**config.mk**
```make
export PLATFORM = sky130hd
export DESIGN_NAME = accel_entropy_pool
export DESIGN_NICKNAME = d
export VERILOG_FILES = /design/src/rtl/accel_entropy_pool.sv
export SDC_FILE = /design/constraint.sdc
export NUM_CORES = 1
export LEC_CHECK = 0
export BUFFER_PORTS_ARGS = -buffer_cell sky130_fd_sc_hd__buf_2
export CAP_MARGIN = 40
export CORE_AREA = 2 2 142 144
export CTS_BUF_LIST = sky130_fd_sc_hd__clkbuf_16
export CTS_CLUSTER_DIAMETER = 200
export DETAILED_ROUTE_END_ITERATION = 6
export DIE_AREA = 0 0 144 146
export PLACE_DENSITY = 0.38
export SLEW_MARGIN = 25
export SYNTH_ARGS = -nofsm -noshare
export SYNTH_HDL_FRONTEND = slang
export SYNTH_SLANG_ARGS = --single-unit
```
**constraint.sdc**
```tcl
create_clock -name clk -period 2.7 [get_ports clk]
set_input_delay 0.27 -clock clk [delete_from_list [all_inputs] [get_ports clk]]
set_output_delay 0.27 -clock clk [all_outputs]
set_load 0.005 [all_outputs]
```
**src/rtl/accel_entropy_pool.sv**
```systemverilog
// Accelerometer entropy pool: folds x/y LSB noise into a 32-bit
// Galois-mixed pool and hands out random bytes through a small FIFO.
module accel_entropy_pool #(
  parameter int COORD_WIDTH      = 16,
  parameter int SAMPLES_PER_BYTE = 4,
  parameter int REPEAT_LIMIT     = 8,
  parameter int FIFO_DEPTH       = 4
) (
  input  logic                   clk,
  input  logic                   rst_n,
  input  logic                   sample_valid,
  input  logic [COORD_WIDTH-1:0] x,
  input  logic [COORD_WIDTH-1:0] y,
  input  logic                   out_ready,
  output logic                   out_valid,
  output logic [7:0]             out_data,
  output logic                   health_fail,
  output logic                   overrun
);

  localparam int AW = (FIFO_DEPTH > 1) ? $clog2(FIFO_DEPTH) : 1;
  localparam int CW = AW + 1;
  localparam logic [3:0] SPB = 4'(SAMPLES_PER_BYTE);
  localparam logic [7:0] LIM = 8'(REPEAT_LIMIT);
  localparam logic [CW-1:0] DEPTH = CW'(FIFO_DEPTH);
  localparam logic [31:0] TAPS = 32'hA300_0000;

  typedef enum logic [1:0] {
    IDLE = 2'd0,
    MIX  = 2'd1,
    EMIT = 2'd2
  } state_t;

  state_t state;
  state_t state_nxt;

  logic [31:0] pool;
  logic [3:0]  smp_cnt;
  logic [2:0]  mix_cnt;
  logic [7:0]  run_cnt;
  logic [7:0]  prev_raw;

  logic [7:0]    mem [FIFO_DEPTH];
  logic [AW-1:0] wr_ptr;
  logic [AW-1:0] rd_ptr;
  logic [CW-1:0] count;

  logic        capture;
  logic        drop;
  logic        mix_en;
  logic        emit;
  logic        push;
  logic        pop;
  logic        full;
  logic [7:0]  raw;
  logic [31:0] pool_x;
  logic [31:0] pool_cap;
  logic [31:0] pool_mix;
  logic [7:0]  run_nxt;

  // Only x[7:4]/y[7:4] carry usable noise.
  logic unused_bits;
  assign unused_bits = ^{x[COORD_WIDTH-1:8], x[3:0],
                         y[COORD_WIDTH-1:8], y[3:0]};

  assign raw      = {x[7:4], y[7:4]};
  assign pool_x   = pool ^ {24'h0, raw};
  assign pool_cap = (pool_x == 32'h0) ? 32'h1 : pool_x;
  assign pool_mix = {1'b0, pool[31:1]} ^
                    (pool[0] ? TAPS : 32'h0);

  // Run length of identical raw bytes; 0 means nothing seen yet.
  always_comb begin
    run_nxt = 8'd1;
    if (run_cnt != 8'd0 && raw == prev_raw)
      run_nxt = (run_cnt == 8'hFF) ? 8'hFF : run_cnt + 8'd1;
  end

  // FSM state register.
  always_ff @(posedge clk or negedge rst_n) begin
    if (!rst_n) state <= IDLE;
    else        state <= state_nxt;
  end

  // FSM next-state logic.
  always_comb begin
    state_nxt = state;
    unique case (state)
      IDLE: if (sample_valid) state_nxt = MIX;
      MIX:
        if (mix_cnt == 3'd7)
          state_nxt = (smp_cnt == SPB) ? EMIT : IDLE;
      EMIT: state_nxt = IDLE;
      default: state_nxt = IDLE;
    endcase
  end

  // FSM outputs.
  always_comb begin
    capture = 1'b0;
    drop    = 1'b0;
    mix_en  = 1'b0;
    emit    = 1'b0;
    unique case (state)
      IDLE: capture = sample_valid;
      MIX: begin
        mix_en = 1'b1;
        drop   = sample_valid;
      end
      EMIT: begin
        emit = 1'b1;
        drop = sample_valid;
      end
      default: ;
    endcase
  end

  // Pool mixing and sample/mix counters.
  always_ff @(posedge clk or negedge rst_n) begin
    if (!rst_n) begin
      pool    <= 32'h1;
      smp_cnt <= 4'd0;
      mix_cnt <= 3'd0;
    end else if (capture) begin
      pool    <= pool_cap;
      smp_cnt <= smp_cnt + 4'd1;
      mix_cnt <= 3'd0;
    end else if (mix_en) begin
      pool    <= pool_mix;
      mix_cnt <= mix_cnt + 3'd1;
    end else if (emit) begin
      smp_cnt <= 4'd0;
    end
  end

  // Repetition health test and sticky flags.
  always_ff @(posedge clk or negedge rst_n) begin
    if (!rst_n) begin
      run_cnt     <= 8'd0;
      prev_raw    <= 8'd0;
      health_fail <= 1'b0;
      overrun     <= 1'b0;
    end else begin
      if (capture) begin
        run_cnt  <= run_nxt;
        prev_raw <= raw;
        if (run_nxt >= LIM) health_fail <= 1'b1;
      end
      if (drop) overrun <= 1'b1;
    end
  end

  assign full      = (count == DEPTH);
  assign push      = emit && !full && !health_fail;
  assign out_valid = (count != '0) && !health_fail;
  assign pop       = out_valid && out_ready;
  assign out_data  = out_valid ? mem[rd_ptr] : 8'h00;

  // FIFO pointers/occupancy; a tripped health test keeps it flushed.
  always_ff @(posedge clk or negedge rst_n) begin
    if (!rst_n) begin
      wr_ptr <= '0;
      rd_ptr <= '0;
      count  <= '0;
    end else if (health_fail) begin
      wr_ptr <= '0;
      rd_ptr <= '0;
      count  <= '0;
    end else begin
      if (push) wr_ptr <= wr_ptr + 1'b1;
      if (pop)  rd_ptr <= rd_ptr + 1'b1;
      if (push && !pop)      count <= count + 1'b1;
      else if (!push && pop) count <= count - 1'b1;
    end
  end

  // FIFO storage.
  always_ff @(posedge clk or negedge rst_n) begin
    if (!rst_n) begin
      for (int i = 0; i < FIFO_DEPTH; i++) mem[i] <= 8'h00;
    end else if (push) begin
      mem[wr_ptr] <= pool[7:0];
    end
  end

endmodule

```
# Word-level counts from Yosys, hierarchy flattened
# Index checks and enable logic that the tools add are counted.
# W data, S select, Z words.
[word_totals] register_bits=98 in_bits=36 out_inout_bits=11 wordCells=98
[classes] n_addsub=7 order_cmp=4 eq_ne=10 muxes=33 bitwise_logic=4 reduce_logical=25
[op_table] operator="$mux W32" n=4
[op_table] operator="$mux W8" n=6
[op_table] operator="$bwmux W32" n=1
[op_table] operator="$logic_not A32 Y1" n=1
[op_table] operator="$xor A31 B32 Y32" n=1
[op_table] operator="$xor A32 B8 Y32" n=1
[op_table] operator="$bmux W8 S2" n=1
[op_table] operator="$demux W8 S2" n=1
[op_table] operator="$mux W3" n=5
[op_table] operator="$mux W2" n=7
[op_table] operator="$mux W4" n=3
[op_table] operator="$add A8 B1 Y8 const B" n=1
[op_table] operator="$eq A8 B8 Y1" n=1
[op_table] operator="$eq A8 B8 Y1 const B" n=1
[op_table] operator="$ge A8 B4 Y1 const B" n=1
[op_table] operator="$logic_and A1 B1 Y1" n=8
[op_table] operator="$reduce_bool A2 Y1" n=4
[op_table] operator="$reduce_bool A8 Y1" n=1
[op_table] operator="$add A3 B1 Y3 const B" n=2
[op_table] operator="$eq A3 B3 Y1 const B" n=2
[op_table] operator="$ge A3 B3 Y1 const B" n=2
[op_table] operator="$ne A2 B2 Y1 const B" n=3
[op_table] operator="$not A2 Y3" n=2
[op_table] operator="$reduce_and A2 Y1" n=3
[op_table] operator="13 further kinds" n=21

# Logic depth before layout (Yosys ltp)
# Gate-level depths: netlist of the first run.
[logic_depth] depth_word=9 ltp_mapped=11 depth_no_buf=11

# Least setup slack after synthesis of the first run
# Ideal clock, no wire load.
[synth_path] path_type="register -> register" start="register count[1]" end="register count[2]" setup_ps=122 arrival_time_ps=1985 required_ps=2578 setup_slack_ps=593 path_stages_with_launch=9 path_buffers=0 synth_period_minus_slack_ps=2107 path_cell_list="dfrtp_1 > or2_4 > o21ai_4 > nor2_4 > and2_1 > fa_1 > nor4b_1 > o21ai_0 > o2111a_1"
[synth_between] elab_chain_len=7 elab_cells_between_ends=17 classes_between="add/sub: 2; eq/ne: 1; mux: 3; reduce/logical: 11"
[synth_lines] item="start, declared" line_no="46" source="logic [CW-1:0] count;"
[synth_lines] item="start signal, assigned" line_no="172" source="if (push && !pop) count <= count + 1'b1;"
[synth_lines] item="start signal, assigned" line_no="173" source="else if (!push && pop) count <= count - 1'b1;"
[synth_lines] item="branches (longest 7 deep; another with $sub A3 B1 Y3)"
# Parallel ways; which one is timed is not known. The select of a mux whose other input is x is not followed.
# A chain may end at the register's enable or synchronous reset.

# Final worst setup path of the first run
# Same ends and word-level chain as after synthesis.

==> results of run 1 <==
through the flow:
stage	cells	cell area, um2	hold slack, ns	util	total power [mW]
finish	709	5520	0.189	0.285	5.88
global route	709	5520	0.188	0.285	6.40
CTS	709	5520	0.174	0.285	5.99
detailed placement	692	5250	0.365	0.271	4.79
global placement	692	5250	0.369	0.271	4.71
floorplan	417	4820	-0.0256	-	4.15
power by group through the flow:
stage | Combinational, mW | Clock (mW) | Sequential (mW)
finish | 2.15 | 1.17 | 2.56
global route | 2.44 | 1.29 | 2.67
CTS | 2.20 | 1.22 | 2.58
detailed placement | 2.19 | 0 | 2.60
global placement | 2.14 | 0 | 2.57
floorplan | 1.84 | 0 | 2.31
repair_timing:
action	4_1_cts	5_1_grt
hold buffers	1	0
setup buffers	0	0
setup endpoints to repair	0	0
hold endpoints to repair	26	0
per-layer routing:
metal / share of wire / routed length [um] / up-vias / track usage
met1: 0.49 / 5230 / 1578 / 0.146
met4: 0.017 / 184 / 0 / 0.0412
met3: 0.024 / 253 / 10 / 0.0220
li1: - / - / 1516 / -
met5: 0 / 0 / - / 0
met2: 0.47 / 5010 / 37 / 0.176
synth_stat cells, types with 3 or more instances:
master / n
sky130_fd_sc_hd__inv_1: 19
sky130_fd_sc_hd__clkbuf_1: 9
sky130_fd_sc_hd__nor4_1: 8
sky130_fd_sc_hd__buf_2: 9
sky130_fd_sc_hd__o21ai_0: 24
sky130_fd_sc_hd__and2_1: 10
sky130_fd_sc_hd__nor2_1: 14
sky130_fd_sc_hd__o22ai_1: 7
sky130_fd_sc_hd__xnor2_1: 13
sky130_fd_sc_hd__mux2_2: 54
sky130_fd_sc_hd__nand2_1: 45
sky130_fd_sc_hd__a21oi_1: 15
sky130_fd_sc_hd__mux2i_1: 6
sky130_fd_sc_hd__a31oi_1: 4
sky130_fd_sc_hd__xor2_1: 7
sky130_fd_sc_hd__nand2_4: 4
sky130_fd_sc_hd__ha_1: 14
sky130_fd_sc_hd__nand4_1: 7
sky130_fd_sc_hd__o21a_1: 3
sky130_fd_sc_hd__dfrtp_1: 97
sky130_fd_sc_hd__nand3_1: 9
sky130_fd_sc_hd__mux4_2: 8
logic make-up (layout without fill, tap and decap cells):
group / Yosys count / count (layout) / share of synthesized area
AO/OA/AOI/OAI: 66 / 66 / 0.0841
XOR/XNOR: 20 / 20 / 0.0363
adder cells (fa/ha/maj): 15 / 15 / 0.0405
buffers and inverters: 39 / 66 / 0.0332
flip-flops: 98 / 98 / 0.509
multiplexers: 69 / 69 / 0.179
AND/OR/NAND/NOR: 110 / 110 / 0.118
final timing paths:
path                                 startpoint              endpoint  slack (ns)  depth (start not counted)
min                                sample_valid   overrun$_DFFE_PN0P_        0.19                          2
max in group asynchronous                 rst_n   pool[0]$_DFFE_PN1P_        1.50                          3
min in group asynchronous                 rst_n  count[0]$_DFFE_PN0P_        0.49                          2
max                        count[1]$_DFFE_PN0P_  count[2]$_DFFE_PN0P_        0.39                          8
min reg2reg                 overrun$_DFFE_PN0P_   overrun$_DFFE_PN0P_        0.46                          1
max reg2reg                count[1]$_DFFE_PN0P_  count[2]$_DFFE_PN0P_        0.39                          8
cell type report:
cell class | count | area, um2 | share of cell area
repair buffers | 31 | 195 | 0.0354
inverters | 19 | 71.3 | 0.0129
flip-flops and latches | 98 | 2450 | 0.445
well taps | 265 | 332 | 0.0601
multi-input cells | 280 | 2210 | 0.400
clock inverters | 7 | 33.8 | 0.00612
clock buffers | 9 | 225 | 0.0408
sequential cells by signal (all words and copies together), names as in the netlist, 3 cells and up:
name / count
mem: 32
count: 3
prev_raw: 8
run_cnt: 8
mix_cnt: 3
pool: 32
smp_cnt: 4
placed cells by master (no fill, tap or decap), drive strengths merged, types with 8 or more instances in the layout:
cell type and instances:
ha 14, xnor2 13, nor2 16, mux2 55
nand3 9, a21oi 15, dfrtp 97, inv 24
o21ai 26, buf 30, nand2 49, and2 10
nor4 8, mux4 8, clkbuf 9
==> impl_table.tex, run 1 <==
\begin{tabular}{lr}
\hline
Metric & Value \\
\hline
\multicolumn{2}{l}{\textbf{Outcome}} \\
Outcome & finished clean \\
\multicolumn{2}{l}{\textbf{Timing}} \\
RSZ-0062 raised after global routing & false \\
Final number of hold-violating endpoints & 0 \\
Highest achievable clock rate & 0.432 GHz \\
Fin crit period & 2.31 ns \\
Worst max-slew margin expressed relative to the limit & 0.562 \\
Smallest setup slack after layout & 0.385 ns \\
Final Max Tran Viols & 0 \\
Aggregate negative setup slack & 0 ns \\
Setup violations, final & 0 \\
Worst-margin pin slew & 0.657 ns \\
Share of the clock period used by the worst path after layout & 0.857 \\
Setup skew after layout & around 0.010 ns \\
\multicolumn{2}{l}{\textbf{Critical path}} \\
Required time at the worst-slack endpoint & 2.93 ns \\
Worst setup SP type & flop \\
Maximum net fanout on the critical path & 6 \\
Highest cell delay on the worst timing path & 0.41 ns \\
Cell with the biggest individual delay on the critical path & sky130\_fd\_sc\_hd\_\_dfrtp\_1 \\
Ordered list of cells on the worst path & or2\_4 > o21ai\_4 > nor2\_4 > and2\_1 > fa\_1 > nor4b\_1 > o21ai\_0 > o2111a\_1 \\
Critical path class & flop to flop \\
Critical path buffer and inverter count & 0 \\
Kind of end point of the critical path & flop \\
CP arrival & approximately 2.6 ns \\
Cell family contributing the most delay on the critical path & simple AND/OR/NAND/NOR gates \\
\multicolumn{2}{l}{\textbf{Clock network}} \\
Clock latency on the worst-skew pair & 0.34 ns \\
Buffer type at the clock tree root & sky130\_fd\_sc\_hd\_\_clkbuf\_16 \\
CTS H-tree lvls & 3 \\
Clock-pin slew reported for the worst setup and hold paths after clock tree synthesis & 0.07 ns \\
TritonCTS buffer count & 9 \\
Number of buffers between clock root and the deepest sink & 2 \\
TritonCTS clock tree & yes \\
Resize count post-CTS & 0 \\
TritonCTS sink count & a little under 100 \\
\multicolumn{2}{l}{\textbf{Drt}} \\
Final ANT Viol Nets & 0 \\
Via count & between 3000 and 4000 \\
Detailed-route vias per instance & 4.43 \\
WL final & 10700 um \\
Routed len/inst & 15.1 um \\
First-pass iteration count of the detailed router & 4 \\
Violation count after the first detailed-routing iteration & 160 \\
\# DRC & 0 \\
\multicolumn{2}{l}{\textbf{Pwr}} \\
Proportion of total power due to net switching & 0.362 \\
Part of the total power dissipated in sequential elements & 0.435 \\
Power Internal & 3.75 mW \\
Combinational share of power & 0.366 \\
Fraction of power consumed by the clock network & 0.199 \\
Maximum VDD drop & 0.336 mV \\
Switching power total & 2.13 mW \\
Standby leakage power & around 2.6 nW \\
Pwr dens & roughly 1100 nW/um2 \\
\multicolumn{2}{l}{\textbf{Global routing}} \\
Pin count of the biggest net entering global routing & 48 \\
Number of antenna violations at the first check in global routing & 0 \\
Wire length of the first global-routing pass & 17800 um \\
Global router's overall resource usage & 0.110 \\
Total congestion overflow & 0 \\
Via count of the first global-routing pass & 3306 \\
\multicolumn{2}{l}{\textbf{Finish}} \\
Number of fill cells & 2024 \\
Total Nets Final & 490 \\
Area growth from synthesis to layout & 14.5\% \\
Antenna fix cells & 0 \\
Fraction of layout cells with a size suffix above 1 & 0.255 \\
\multicolumn{2}{l}{\textbf{Yosys}} \\
Number of enable-type register cells in the synthesized netlist & 0 \\
Area contributors post-synth & sky130\_fd\_sc\_hd\_\_dfrtp\_1, sky130\_fd\_sc\_hd\_\_mux2\_2, sky130\_fd\_sc\_hd\_\_mux4\_2, sky130\_fd\_sc\_hd\_\_ha\_1, sky130\_fd\_sc\_hd\_\_nand2\_1 \\
Yosys top cell by area & sky130\_fd\_sc\_hd\_\_dfrtp\_1 \\
Avg Synthesized Cell Area & 11.6 um2 \\
Count of cell types in the netlist & 48 \\
Share of flip-flops with an asynchronous set or reset & 1.00 \\
FF+latch count, synth & 98 \\
Top FF cell, synth & sky130\_fd\_sc\_hd\_\_dfrtp\_1 \\
Register area share after synthesis & 0.509 \\
Post-synthesis cell area & 4820 um2 \\
Synth warnings & 0 \\
Area fraction of the dominant cell type after synthesis & 0.504 \\
Syn Inst Count & 417 \\
Net Count, Synth & 468 \\
\multicolumn{2}{l}{\textbf{Hold path}} \\
Class of the tightest hold or removal check & primary input to flop \\
\multicolumn{2}{l}{\textbf{Floorplanning}} \\
Total core area & 19300 um2 \\
Die Y-Extent & 146 um \\
Number of top-level pins & 47 \\
Width of the chip & 144 um \\
DIE AREA & 21000 um2 \\
Starting Density & 0.249 \\
Total number of placement rows & 51 \\
\multicolumn{2}{l}{\textbf{Placed design}} \\
Routability Congestion & 0.721 \\
Count of input and output buffers & 22 \\
DP Worst Slack & 0.394 ns \\
Total half-perimeter wirelength after legalization and detailed placement & 7290 um \\
\multicolumn{2}{l}{\textbf{Run}} \\
Total of max-cap violations & 0 \\
\hline
\end{tabular}
No activity file was read; power rests on OpenSTA's default activity.
==> run 2, diff against run 1 <==
--- a/config.mk
+++ b/config.mk
@@ -7,12 +7,13 @@
 export LEC_CHECK = 0
 export BUFFER_PORTS_ARGS = -buffer_cell sky130_fd_sc_hd__buf_2
 export CAP_MARGIN = 40
-export CORE_AREA = 2 2 142 144
+export CORE_AREA = 2 2 107 109
 export CTS_BUF_LIST = sky130_fd_sc_hd__clkbuf_16
 export CTS_CLUSTER_DIAMETER = 200
 export DETAILED_ROUTE_END_ITERATION = 6
-export DIE_AREA = 0 0 144 146
-export PLACE_DENSITY = 0.38
+export DIE_AREA = 0 0 109 111
+export GPL_ROUTABILITY_DRIVEN = 1
+export PLACE_DENSITY = 0.6
 export SLEW_MARGIN = 25
 export SYNTH_ARGS = -nofsm -noshare
 export SYNTH_HDL_FRONTEND = slang
==> constraint.sdc (replaced) <==
create_clock -name clk -period 2.5 [get_ports clk]
set_input_delay 0.25 -clock clk [delete_from_list [all_inputs] [get_ports clk]]
set_output_delay 0.25 -clock clk [all_outputs]
set_load 0.005 [all_outputs]
==> impl_table.tex, run 2 (synthesized netlist as in run 1, its figures left out) <==
\begin{tabular}{lr}
\hline
Metric & Value \\
\hline
\multicolumn{2}{l}{\textbf{Critical path}} \\
Required time at the worst-slack endpoint & 2.72 ns (was 2.93 ns) \\
Maximum net fanout on the critical path & 6 (unchanged) \\
Length in cells of the worst reg-to-reg path & 8 (unchanged) \\
Critical R2R Launch & count[1]\$\_DFFE\_PN0P\_ (unchanged) \\
Kind of end point of the critical path & flop (unchanged) \\
Reg-to-reg critical path endpoint & count[2]\$\_DFFE\_PN0P\_ (unchanged) \\
Cell with the biggest individual delay on the critical path & sky130\_fd\_sc\_hd\_\_dfrtp\_1 (unchanged) \\
CP arrival & 2.52 ns (was 2.55 ns) \\
Critical path buffer and inverter count & 0 (unchanged) \\
Worst setup SP type & flop (unchanged) \\
Ordered list of cells on the worst path & or2\_4 > o21ai\_4 > nor2\_4 > and2\_1 > fa\_1 > nor4b\_1 > o21ai\_0 > o2111a\_1 (unchanged) \\
Highest cell delay on the worst timing path & 0.41 ns (about the same) \\
Critical path class & flop to flop (unchanged) \\
Cell family contributing the most delay on the critical path & simple AND/OR/NAND/NOR gates (unchanged) \\
Internal reg-to-reg setup slack & 0.20 ns (was 0.39 ns) \\
\multicolumn{2}{l}{\textbf{Placed design}} \\
Inst Count DP & 569 (was 692) \\
Count of input and output buffers & 22 (unchanged) \\
Cell area after placement & 5100 um2 (was 5250 um2) \\
Routability Congestion & 0.766 (was 0.721) \\
Total half-perimeter wirelength after legalization and detailed placement & 6110 um (was 7290 um) \\
\multicolumn{2}{l}{\textbf{Floorplanning}} \\
Total number of placement rows & 39 (was 51) \\
Number of top-level pins & 47 (unchanged) \\
Total core area & 11100 um2 (was 19300 um2) \\
DIE AREA & 12100 um2 (was 21000 um2) \\
Die Y-Extent & 111 um (was 146 um) \\
Width of the chip & 109 um (was 144 um) \\
Starting Density & 0.435 (was 0.249) \\
\multicolumn{2}{l}{\textbf{Global routing}} \\
Grt met2 use & 0.259 (was 0.176) \\
Busiest layer in global routing & met2 (unchanged) \\
Number of antenna violations at the first check in global routing & 0 (unchanged) \\
Global router's overall resource usage & 0.167 (was 0.110) \\
Pin count of the biggest net entering global routing & 99 (was 48) \\
Total congestion overflow & 0 (unchanged) \\
M1 GR Usage & 0.233 (was 0.146) \\
Wire length of the first global-routing pass & 15800 um (was 17800 um) \\
Met3 track demand over resource & 0.0412 (was 0.0220) \\
Via count of the first global-routing pass & 3181 (was 3306) \\
\multicolumn{2}{l}{\textbf{Hold path}} \\
Class of the tightest hold or removal check & primary input to flop (unchanged) \\
Hold-critical path endpoint & overrun\$\_DFFE\_PN0P\_ (unchanged) \\
Hold-critical path depth & 2 (unchanged) \\
Start point of the worst min-delay path & sample\_valid (unchanged) \\
\multicolumn{2}{l}{\textbf{Timing}} \\
Final Max Tran Viols & 0 (unchanged) \\
Fin crit period & 2.30 ns (was 2.31 ns) \\
Final number of hold-violating endpoints & 0 (unchanged) \\
Setup skew after layout & 0.00493 ns (was 0.0101 ns) \\
Share of the clock period used by the worst path after layout & 0.920 (was 0.857) \\
RSZ-0062 raised after global routing & false (unchanged) \\
Worst-margin pin slew & 0.533 ns (was 0.657 ns) \\
Setup violations, final & 0 (unchanged) \\
Worst max-slew margin expressed relative to the limit & 0.645 (was 0.562) \\
Highest achievable clock rate & 0.435 GHz (was 0.432 GHz) \\
Final-layout worst hold slack & 0.164 ns (was 0.189 ns) \\
Aggregate negative setup slack & 0 ns (unchanged) \\
\multicolumn{2}{l}{\textbf{Clock network}} \\
TritonCTS clock tree & yes (unchanged) \\
CTS H-tree lvls & 3 (unchanged) \\
Number of buffers added for setup after CTS & 0 (unchanged) \\
Clock-pin slew reported for the worst setup and hold paths after clock tree synthesis & 0.06 ns (was 0.07 ns) \\
TritonCTS sink count & 98 (unchanged) \\
Buffer type at the clock tree root & sky130\_fd\_sc\_hd\_\_clkbuf\_16 (unchanged) \\
Resize count post-CTS & 0 (unchanged) \\
Clock latency on the worst-skew pair & 0.34 ns (about the same) \\
Number of buffers between clock root and the deepest sink & 2 (unchanged) \\
TritonCTS buffer count & 9 (unchanged) \\
\multicolumn{2}{l}{\textbf{Pwr}} \\
Pwr dens & 1200 nW/um2 (was 1070 nW/um2) \\
Power Internal & 4.27 mW (was 3.75 mW) \\
Switching power total & 2.22 mW (was 2.13 mW) \\
Part of the total power dissipated in sequential elements & 0.423 (was 0.435) \\
Proportion of total power due to net switching & 0.342 (was 0.362) \\
Combinational share of power & 0.357 (was 0.366) \\
Power consumption & 6.49 mW (was 5.88 mW) \\
Standby leakage power & 2.57 nW (was 2.56 nW) \\
Maximum VDD drop & 0.592 mV (was 0.336 mV) \\
Fraction of power consumed by the clock network & 0.220 (was 0.199) \\
\multicolumn{2}{l}{\textbf{Drt}} \\
Final ANT Viol Nets & 0 (unchanged) \\
Violation count after the first detailed-routing iteration & 137 (was 160) \\
\# DRC & 0 (unchanged) \\
Routed len/inst & 15.6 um (was 15.1 um) \\
Via count & 3141 (unchanged) \\
First-pass iteration count of the detailed router & 4 (unchanged) \\
WL final & 9160 um (was 10700 um) \\
Detailed-route vias per instance & 5.36 (was 4.43) \\
\multicolumn{2}{l}{\textbf{Finish}} \\
Number of fill cells & 993 (was 2024) \\
Commonest cells after routing, fill and taps aside & sky130\_fd\_sc\_hd\_\_dfrtp\_1, sky130\_fd\_sc\_hd\_\_mux2\_2, sky130\_fd\_sc\_hd\_\_nand2\_1, sky130\_fd\_sc\_hd\_\_o21ai\_0, sky130\_fd\_sc\_hd\_\_buf\_2 (was sky130\_fd\_sc\_hd\_\_dfrtp\_1, sky130\_fd\_sc\_hd\_\_mux2\_2, sky130\_fd\_sc\_hd\_\_nand2\_1, sky130\_fd\_sc\_hd\_\_inv\_1, sky130\_fd\_sc\_hd\_\_o21ai\_0) \\
Total Nets Final & 489 (was 490) \\
Registers with the most flip-flops & mem: 32 flops, pool: 32 flops (unchanged) \\
Antenna fix cells & 0 (unchanged) \\
Fraction of layout cells with a size suffix above 1 & 0.257 (was 0.255) \\
Area growth from synthesis to layout & 12.4\% (was 14.5\%) \\
Number of standard cells in the final layout excluding fillers & 586 (was 709) \\
Most common library cell in the layout ignoring fill and taps & sky130\_fd\_sc\_hd\_\_dfrtp\_1 (unchanged) \\
Finished layout cell area & 5420 um2 (was 5520 um2) \\
\multicolumn{2}{l}{\textbf{Run}} \\
Total of max-cap violations & 0 (unchanged) \\
\multicolumn{2}{l}{\textbf{Outcome}} \\
Outcome & finished clean (unchanged) \\
\hline
\end{tabular}
==> run 2: cell types whose count changed in the layout (fill, tap and decap cells not counted), sizes merged <==
cell	delta
bufinv	+2
clkinvlp	-1
buf	-1
clkinv	+4
inv	-5
==> run 2: repair_timing <==
action	4_1_cts	5_1_grt
setup endpoints to repair	0	0
hold buffers	1	0
hold endpoints to repair	54	0
==> run 2: layout make-up <==
class                      instances  area [um2]  area share
clock buffer                       9         225      0.0416
clock inverter                     7        83.8      0.0155
inverter                          19        71.3      0.0132
multi-input combinational        280        2210       0.407
sequential                        98        2450       0.453
tap                              143         179      0.0330
timing repair buffer              30         200      0.0369
==> run 2: power groups by stage <==
stage	combinational (mW)	sequential (mW)	clock, mW
finish	2.32	2.74	1.43
detailed placement	2.34	2.78	0
global placement	2.27	2.74	0
CTS	2.36	2.75	1.48
floorplan	1.99	2.50	0
global route	2.59	2.85	1.56
==> run 2: how the worst max path moves through the flow <==
stage | startpoint | end | slack, ns | cells after the start
floorplan | count[1]$_DFFE_PN0P_ | count[2]$_DFFE_PN0P_ | 0.39 | 8
global placement | count[1]$_DFFE_PN0P_ | count[2]$_DFFE_PN0P_ | 0.28 | 8
detailed placement | count[1]$_DFFE_PN0P_ | count[2]$_DFFE_PN0P_ | 0.20 | 8
CTS | count[1]$_DFFE_PN0P_ | count[2]$_DFFE_PN0P_ | 0.18 | 8
global route | state[0]$_DFFE_PN0P_ | count[2]$_DFFE_PN0P_ | 0.09 | 11
finish | count[1]$_DFFE_PN0P_ | count[2]$_DFFE_PN0P_ | 0.20 | 8
==> run 2: per-stage QoR <==
stage | utilization | setup WS [ns]
after floorplan | - | 0.393
after global placement | 0.461 | 0.282
after detailed placement | 0.461 | 0.203
after CTS | 0.489 | 0.184
after global routing | 0.489 | 0.0937
final | 0.489 | 0.200
==> run 2: routing by layer <==
metal | vias to the layer above | wire [um]
met5 | - | 0
met4 | 0 | 109
met3 | 9 | 313
met2 | 40 | 4290
met1 | 1579 | 4440
li1 | 1513 | -
==> run 3, diff against run 2 <==
--- a/config.mk
+++ b/config.mk
@@ -14,7 +14,9 @@
 export DIE_AREA = 0 0 109 111
 export GPL_ROUTABILITY_DRIVEN = 1
 export PLACE_DENSITY = 0.6
+export REMOVE_ABC_BUFFERS = 1
 export SLEW_MARGIN = 25
 export SYNTH_ARGS = -nofsm -noshare
 export SYNTH_HDL_FRONTEND = slang
 export SYNTH_SLANG_ARGS = --single-unit
+export TNS_END_PERCENT = 30
==> impl_table.tex, run 3 (synthesized netlist as in run 1, its figures left out) <==
\begin{tabular}{lr}
\hline
Metric & Value \\
\hline
\multicolumn{2}{l}{\textbf{Finish}} \\
Area growth from synthesis to layout & 12.7\% (was 12.4\%) \\
Commonest cells after routing, fill and taps aside & sky130\_fd\_sc\_hd\_\_dfrtp\_1, sky130\_fd\_sc\_hd\_\_mux2\_2, sky130\_fd\_sc\_hd\_\_nand2\_1, sky130\_fd\_sc\_hd\_\_o21ai\_0, sky130\_fd\_sc\_hd\_\_buf\_2 (unchanged) \\
Final Core Density & 0.490 (was 0.489) \\
Number of fill cells & 991 (was 993) \\
Finished layout cell area & 5430 um2 (was 5420 um2) \\
Area taken by multi-input logic gates & 2210 um2 (unchanged) \\
Antenna fix cells & 0 (unchanged) \\
Registers with the most flip-flops & mem: 32 flops, pool: 32 flops (unchanged) \\
Total Nets Final & 491 (was 489) \\
Register area & 2450 um2 (unchanged) \\
Most common library cell in the layout ignoring fill and taps & sky130\_fd\_sc\_hd\_\_dfrtp\_1 (unchanged) \\
Fraction of layout cells with a size suffix above 1 & 0.263 (was 0.257) \\
Number of standard cells in the final layout excluding fillers & 588 (was 586) \\
\multicolumn{2}{l}{\textbf{Timing}} \\
Share of the clock period used by the worst path after layout & 0.898 (was 0.920) \\
Final number of hold-violating endpoints & 0 (unchanged) \\
Fin crit period & 2.24 ns (was 2.30 ns) \\
Setup violations, final & 0 (unchanged) \\
Worst max-slew margin expressed relative to the limit & 0.635 (was 0.645) \\
Worst-margin pin slew & 0.548 ns (was 0.533 ns) \\
Highest achievable clock rate & 0.445 GHz (was 0.435 GHz) \\
Setup skew after layout & 0.00391 ns (was 0.00493 ns) \\
Final Max Tran Viols & 0 (unchanged) \\
RSZ-0062 raised after global routing & false (unchanged) \\
Smallest setup slack after layout & 0.255 ns (was 0.200 ns) \\
Aggregate negative setup slack & 0 ns (unchanged) \\
\multicolumn{2}{l}{\textbf{Floorplanning}} \\
DIE AREA & 12100 um2 (unchanged) \\
Width of the chip & 109 um (unchanged) \\
Total number of placement rows & 39 (unchanged) \\
Starting Density & 0.435 (unchanged) \\
Die Y-Extent & 111 um (unchanged) \\
Number of top-level pins & 47 (unchanged) \\
Total core area & 11100 um2 (unchanged) \\
\multicolumn{2}{l}{\textbf{Clock network}} \\
TritonCTS sink count & 98 (unchanged) \\
Post-cts hold buffer count & 1 (unchanged) \\
TritonCTS clock tree & yes (unchanged) \\
Clock-pin slew reported for the worst setup and hold paths after clock tree synthesis & 0.07 ns (was 0.06 ns) \\
TritonCTS buffer count & 9 (unchanged) \\
Buffer type at the clock tree root & sky130\_fd\_sc\_hd\_\_clkbuf\_16 (unchanged) \\
Number of buffers between clock root and the deepest sink & 2 (unchanged) \\
Clock latency on the worst-skew pair & 0.34 ns (about the same) \\
Number of buffers added for setup after CTS & 0 (unchanged) \\
Resize count post-CTS & 0 (unchanged) \\
CTS H-tree lvls & 3 (unchanged) \\
\multicolumn{2}{l}{\textbf{Global routing}} \\
Met3 track demand over resource & 0.0341 (was 0.0412) \\
Pin count of the biggest net entering global routing & 41 (was 99) \\
Grt met2 use & 0.258 (was 0.259) \\
Via count of the first global-routing pass & 3205 (was 3181) \\
Number of antenna violations at the first check in global routing & 0 (unchanged) \\
Global router's overall resource usage & 0.170 (was 0.167) \\
M1 GR Usage & 0.238 (was 0.233) \\
Busiest layer in global routing & met2 (unchanged) \\
Wire length of the first global-routing pass & 16000 um (was 15800 um) \\
Total congestion overflow & 0 (unchanged) \\
\multicolumn{2}{l}{\textbf{Critical path}} \\
Required time at the worst-slack endpoint & 2.73 ns (was 2.72 ns) \\
CP arrival & 2.47 ns (was 2.52 ns) \\
Worst setup SP type & flop (unchanged) \\
Kind of end point of the critical path & flop (unchanged) \\
Critical path class & flop to flop (unchanged) \\
Maximum net fanout on the critical path & 6 (unchanged) \\
\multicolumn{2}{l}{\textbf{Outcome}} \\
Outcome & finished clean (unchanged) \\
\multicolumn{2}{l}{\textbf{Drt}} \\
\# DRC & 0 (unchanged) \\
Final ANT Viol Nets & 0 (unchanged) \\
Routed len/inst & 15.5 um (was 15.6 um) \\
First-pass iteration count of the detailed router & 4 (unchanged) \\
Detailed-route vias per instance & 5.37 (was 5.36) \\
Violation count after the first detailed-routing iteration & 148 (was 137) \\
Via count & 3157 (was 3141) \\
WL final & 9110 um (was 9160 um) \\
\multicolumn{2}{l}{\textbf{Placed design}} \\
DP Worst Slack & 0.254 ns (was 0.203 ns) \\
Cell area after placement & 5100 um2 (about the same) \\
Total half-perimeter wirelength after legalization and detailed placement & 6350 um (was 6110 um) \\
Inst Count DP & 571 (was 569) \\
Count of input and output buffers & 22 (unchanged) \\
Routability Congestion & 0.808 (was 0.766) \\
\multicolumn{2}{l}{\textbf{Pwr}} \\
Standby leakage power & 2.58 nW (was 2.57 nW) \\
Maximum VDD drop & 0.514 mV (was 0.592 mV) \\
Pwr dens & 1200 nW/um2 (about the same) \\
\multicolumn{2}{l}{\textbf{Hold path}} \\
Class of the tightest hold or removal check & primary input to flop (unchanged) \\
\multicolumn{2}{l}{\textbf{Run}} \\
Total of max-cap violations & 0 (unchanged) \\
\hline
\end{tabular}
==> run 3: per-layer routing <==
metal / part of all wire / up-vias
met5: 0 / -
met4: 0.015 / 0
met3: 0.031 / 12
met2: 0.46 / 46
met1: 0.49 / 1565
li1: - / 1534
==> run 3: path summary, 6_finish.rpt <==
kind	slack [ns]	cells after the start	from	end
min in group asynchronous	0.45	2	rst_n	count[1]$_DFFE_PN0P_
setup reg to reg	0.26	8	count[1]$_DFFE_PN0P_	count[2]$_DFFE_PN0P_
setup / recovery	0.26	8	count[1]$_DFFE_PN0P_	count[2]$_DFFE_PN0P_
max in group asynchronous	1.36	3	rst_n	mem[23]$_DFFE_PN0P_
hold / removal	0.18	2	sample_valid	overrun$_DFFE_PN0P_
hold reg to reg	0.49	1	overrun$_DFFE_PN0P_	overrun$_DFFE_PN0P_
==> run 3: final cells by class <==
class                           instances  share of cell area
Multi-Input combinational cell        280               0.406
Inverter                               19              0.0131
Sequential cell                        98               0.452
Timing Repair Buffer                   32              0.0373
Tap cell                              143              0.0329
Clock inverter                          7              0.0170
Clock buffer                            9              0.0415
==> run 3: critical path, stage by stage (launching register included) <==
cell and delay (ns):
sky130_fd_sc_hd__dfrtp_1 0.41, sky130_fd_sc_hd__or2_4 0.28, sky130_fd_sc_hd__o21ai_4 0.24, sky130_fd_sc_hd__nor2_4 0.12
sky130_fd_sc_hd__and2_1 0.16, sky130_fd_sc_hd__fa_1 0.40, sky130_fd_sc_hd__nor4b_1 0.27, sky130_fd_sc_hd__o21ai_0 0.11
sky130_fd_sc_hd__o2111a_1 0.13
==> run 3: power by group <==
part	total [mW]	internal [mW]	switching, mW
sequential	2.76	2.19	0.564
clock	1.46	0.875	0.586
combinational	2.29	1.21	1.09
total	6.51	4.27	2.24
==> run 3: through the flow <==
step                      total power, mW  hold slack [ns]
after detailed placement             5.10            0.282
after global routing                 7.05            0.176
final                                6.51            0.179
after CTS                            6.58            0.167
after floorplan                      4.41          -0.0456
after global placement               5.00            0.275
